### config.mk
export PLATFORM = sky130hd
export DESIGN_NAME = alu_op_sequencer
export DESIGN_NICKNAME = d
export VERILOG_FILES = /design/src/rtl/alu_op_sequencer.sv
export SDC_FILE = /design/constraint.sdc
export NUM_CORES = 1
export LEC_CHECK = 0
export BUFFER_PORTS_ARGS = -buffer_cell sky130_fd_sc_hd__buf_2
export CAP_MARGIN = 15
export CORE_AREA = 2 2 62 64
export DETAILED_ROUTE_END_ITERATION = 10
export DIE_AREA = 0 0 64 66
export PLACE_DENSITY = 0.75
export SETUP_SLACK_MARGIN = 0.02
export SYNTH_ARGS = -nofsm -noshare
export SYNTH_HDL_FRONTEND = slang
export SYNTH_SLANG_ARGS = --single-unit
### constraint.sdc
create_clock -name clk -period 2.3 [get_ports clk]
set_input_delay 0.69 -clock clk [delete_from_list [all_inputs] [get_ports clk]]
set_output_delay 0.69 -clock clk [all_outputs]
set_load 0.05 [all_outputs]
### src/rtl/alu_op_sequencer.sv
// rtl/alu_op_sequencer.sv - multi-cycle command sequencer around the 4-bit ALU (optional abort: ALU_SEQ_ABORT_EN)
module alu_op_sequencer #(
    parameter int unsigned SETTLE_CYCLES = 1
) (
    input  logic       clk,
    input  logic       reset_n,
    input  logic       cmd_valid,
    output logic       cmd_ready,
    input  logic [3:0] cmd_opcode,
    input  logic [3:0] cmd_a,
    input  logic [3:0] cmd_b,
    input  logic       cmd_cin,
    input  logic       cmd_load,
    input  logic [3:0] cmd_count,
    output logic [3:0] alu_a,
    output logic [3:0] alu_b,
    output logic       alu_cin,
    output logic [3:0] alu_opcode,
    input  logic [7:0] alu_f,
    input  logic       alu_cout,
    input  logic       alu_feq0,
    input  logic       alu_agtb,
    output logic       res_valid,
    input  logic       res_ready,
    output logic [7:0] res_f,
    output logic       res_cout,
    output logic       res_zero,
    output logic       res_agtb,
`ifdef ALU_SEQ_ABORT_EN
    input  logic       abort,
    output logic       res_aborted,
`endif
    output logic       busy
);

    typedef enum logic [1:0] {
        IDLE = 2'd0,
        EXEC = 2'd1,
        DONE = 2'd2
    } state_t;

    // Settle counter counts down to zero; the capture happens on the edge where it is zero.
    localparam logic [3:0] SETTLE_RELOAD = 4'(SETTLE_CYCLES - 1);

    state_t     state_q;
    state_t     state_d;
    logic [3:0] acc;
    logic       carry;
    logic [3:0] op_reg;
    logic [3:0] b_reg;
    logic [4:0] remaining;
    logic [3:0] settle;
    logic       accept;
    logic       capture;
    logic       abort_req;

`ifdef ALU_SEQ_ABORT_EN
    assign abort_req = abort;
`else
    assign abort_req = 1'b0;
`endif

    // ALU inputs come straight from registers so the ALU never sees cmd_* glitches.
    assign alu_a      = acc;
    assign alu_b      = b_reg;
    assign alu_cin    = carry;
    assign alu_opcode = op_reg;

    assign cmd_ready = (state_q == IDLE);
    assign res_valid = (state_q == DONE);
    assign busy      = (state_q != IDLE);

    // State register.
    always_ff @(posedge clk) begin
        if (!reset_n) begin
            state_q <= IDLE;
        end else begin
            state_q <= state_d;
        end
    end

    // Next-state and per-cycle control strobes.
    always_comb begin
        state_d = state_q;
        accept  = 1'b0;
        capture = 1'b0;
        case (state_q)
            IDLE: begin
                if (cmd_valid) begin
                    accept  = 1'b1;
                    state_d = EXEC;
                end
            end
            EXEC: begin
                if (abort_req) begin
                    state_d = DONE;
                end else if (settle == 4'd0) begin
                    capture = 1'b1;
                    if (remaining == 5'd1) begin
                        state_d = DONE;
                    end
                end
            end
            DONE: begin
                if (res_ready) begin
                    state_d = IDLE;
                end
            end
            default: state_d = IDLE;
        endcase
    end

    // Command latch, iteration bookkeeping, result capture and accumulator feedback.
    always_ff @(posedge clk) begin
        if (!reset_n) begin
            acc       <= 4'd0;
            carry     <= 1'b0;
            op_reg    <= 4'd0;
            b_reg     <= 4'd0;
            remaining <= 5'd0;
            settle    <= 4'd0;
            res_f     <= 8'd0;
            res_cout  <= 1'b0;
            res_zero  <= 1'b0;
            res_agtb  <= 1'b0;
        end else if (accept) begin
            op_reg    <= cmd_opcode;
            b_reg     <= cmd_b;
            remaining <= (cmd_count == 4'd0) ? 5'd16 : {1'b0, cmd_count};
            settle    <= SETTLE_RELOAD;
            if (cmd_load) begin
                acc   <= cmd_a;
                carry <= cmd_cin;
            end
        end else if (state_q == EXEC && !abort_req) begin
            if (capture) begin
                res_f     <= alu_f;
                res_cout  <= alu_cout;
                res_zero  <= alu_feq0;
                res_agtb  <= alu_agtb;
                acc       <= alu_f[3:0];
                carry     <= alu_cout;
                remaining <= remaining - 5'd1;
                settle    <= SETTLE_RELOAD;
            end else begin
                settle <= settle - 4'd1;
            end
        end
    end

`ifdef ALU_SEQ_ABORT_EN
    // Abort flag: set when an abort ends EXEC, cleared by the next accepted command.
    always_ff @(posedge clk) begin
        if (!reset_n) begin
            res_aborted <= 1'b0;
        end else if (accept) begin
            res_aborted <= 1'b0;
        end else if (state_q == EXEC && abort_req) begin
            res_aborted <= 1'b1;
        end
    end
`endif

endmodule
==> key figures <==
Clock network
  • Hold buffer count at CTS: 0
  • CTS clock-pin slew for the worst setup and hold paths: 0.10 ns
  • Skew-Pair Late Insertion Delay: 0.34 ns
  • Post-CTS setup buffers: 0
  • CTS Buffer Depth: 2
  • TritonCTS Sinks: 35
  • Gates resized, CTS repair: 0
  • H-Tree Depth: 2
  • Inserted Clock Buffers: 5
  • Clk root buf: clkbuf_4
  • CTS tree: done

Routing
  • Routed wire length: 4.06 mm
  • Wirelength per Cell: 13.6 µm
  • Drt pass-1 iters: 4
  • Via count: 1607
  • Number of vias per cell: 5.39
  • Final ANT Viol Nets: 0
  • # DRC: 0
  • DRT iter0 DRCs: 101

Timing
  • # setup viols final: 0
  • Worst-Margin Slew: 0.429 ns
  • Final setup TNS: 0 ns
  • Slew Limit Headroom: 0.710
  • Tmin final: 2.00 ns
  • Fin worst setup slack: 0.300 ns
  • RSZ-0062 raised after global routing: false
  • Final setup skew: 0.00609 ns
  • Final period util: 0.870
  • Final hold violations: 0
  • Maximum clock rate: 0.500 GHz
  • Final hold slack: 0.457 ns
  • Slew Limit Fails: 0

Cells and area
  • Final net count: 286
  • Fin cells: 298
  • Area of the multi-input gates: 806 µm²
  • Layout cells sized above 1: 0.312
  • Register area: 701 µm²
  • Area delta synth->final: 23.5%
  • ANT cells: 0
  • # fillers: 343
  • Design area: 1990 µm²
  • Util after Layout: 0.562

Setup path
  • RR Endpoint: remaining[1]
  • Startpoint Class: register
  • Setup CP Type: register to output port
  • Worst setup EP type: output port
  • Worst reg2reg path depth: 6
  • Arr. time, crit path: 1.31 ns
  • Required @ worst endpoint: 1.61 ns
  • CP Max Fanout: 9
  • R2r setup slk: 0.43 ns
  • FF-to-FF Start: settle[0]

Hold path
  • Hold Crit Endpoint: alu_opcode[0]
  • Hold depth: 2
  • Critical hold path startpoint: alu_opcode[0]
  • HP Class: register to register

Synth
  • Post-synth EDFFs: 0
  • Syn_nets: 230
  • Post-synthesis xor/xnor area fraction: 0.0108
  • Mux share of post-synthesis cell area: 0
  • Syn_area_per_cell: 8.37 µm²
  • Ys async rst share: 0
  • Post-synthesis compound-gate area fraction: 0.235
  • Yosys reg bits: 35
  • Unique cell type count in the Yosys netlist: 36
  • Synthesized-area fraction occupied by adder cells: 0.0310
  • Post-Synthesis Cell Area: 1620 µm²
  • Primary FF master, synth: dfxtp_1
  • Post-synthesis cell count: 193
  • Synth warnings: 0
  • Sequential share of the synthesized area: 0.434
  • Simple-gate share of the synthesized area: 0.222
  • Largest family of logic cells by synthesized area: compound AO/OA/AOI/OAI gates

Placement
  • Placed cell count: 290
  • Pre-CTS setup slack: 0.415 ns
  • IO buf count: 59
  • HPWL Detailed: 2.86 mm
  • Placed inst area: 1940 µm²
  • Gpl congestion: 0.860

Floorplanning
  • Die W: 64 µm
  • Die H: 66 µm
  • FP Rows: 22
  • Starting density of the core: 0.455
  • Total Die Area: 4220 µm²
  • I/O Pins: 60
  • Core region area: 3550 µm²

Pwr
  • Cell Pwr Density: 780 nW/µm²
  • Worst VDD drop: 0.393 mV
  • Total power: 1.56 mW
  • Leakage: 0.876 nW

Global routing
  • First-pass GRT wire length: 6.74 mm
  • Tot GR Track Use: 0.209
  • Initial antenna violation count: 0
  • Number of global-route vias before repair: 1474
  • Grt total ovfl: 0
  • Largest net degree at the start of global routing: 31

Outcome
  • Status: completed

Run
  • Max cap viols: 0
[worst max path at each step]
| stage | slack, ns | endpoint | start |
|---|---|---|---|
| floorplan | 0.04 | busy | state_q[1] |
| global placement | 0.46 | remaining[3] | cmd_valid |
| detailed placement | 0.42 | remaining[3] | cmd_valid |
| CTS | 0.29 | res_valid | state_q[1] |
| global route | 0.23 | res_valid | state_q[1] |
| finish | 0.30 | res_valid | state_q[1] |
[worst max-delay path: stages (launching register included)]
cell and delay [ns]:
dfxtp_1 0.49, nor2b_1 0.20, buf_2 0.28
[cells in the final DEF, fill, tap and decap left out, drive strengths merged]
cell type,instances
nand3b,1
a31oi,3
nand2,29
a311oi,5
o311a,1
nor4,3
or4,1
or3,3
xor2,1
o41ai,1
ha,4
nand4b,1
o21ai,12
a211oi,5
nand3,12
clkbuf,6
nor3b,2
xnor2,1
o211ai,4
a21o,1
or3b,3
nor3,2
clkinvlp,1
buf,66
a21oi,22
inv,7
nor2b,3
nor2,4
dfxtp,35
nand2b,1
and4bb,1
and3,1
nor4b,1
o31a,2
a32oi,4
clkinv,1
[power by group]
group          switching [mW]  internal, mW  total, mW
combinational           0.355         0.166      0.521
clock                   0.206         0.118      0.324
sequential             0.0448         0.665      0.710
total                   0.606         0.949       1.56
[synthesized netlist by cell type, types with 5 or more instances]
master    count  area, µm²
clkbuf_1      7       26.3
nand2_1      29        109
dfxtp_1      35        701
a21oi_1      22        110
nand3_1      12       60.1
buf_2         9       45.0
inv_1         7       26.3
a311oi_1      5       43.8
o21ai_0      12       60.1
a211oi_1      5       37.5
[sequential cells by signal, summed over array words and instances (netlist names)]
name        cells
alu_a           4
alu_b           4
alu_cin         1
alu_opcode      4
remaining       5
res_agtb        1
res_cout        1
res_f           8
res_zero        1
settle          4
state_q         2
[routing by layer]
| metal | global-route usage | vias to the layer above | share of wire |
|---|---|---|---|
| li1 | - | 814 | - |
| met1 | 0.268 | 714 | 0.43 |
| met2 | 0.329 | 73 | 0.47 |
| met3 | 0.0698 | 6 | 0.086 |
| met4 | 0.0707 | 0 | 0.014 |
| met5 | 0 | - | 0 |
[cell families after synthesis]
logic type / after synthesis
AOI/OAI and AO/OA: 60
xor gates and xnor gates: 2
adders and majority gates: 4
buffers and inverters: 24
DFF: 35
and+or+nand+nor: 68
[area by class of cell]
cell class	instances	share of cell area
timing repair buffer	66	0.174
tap	48	0.0301
sequential	35	0.351
clock buffer	6	0.0207
inverter	7	0.0132
clock inverter	2	0.00627
multi-input combinational	134	0.404
No activity file was read; power rests on OpenSTA's default activity.
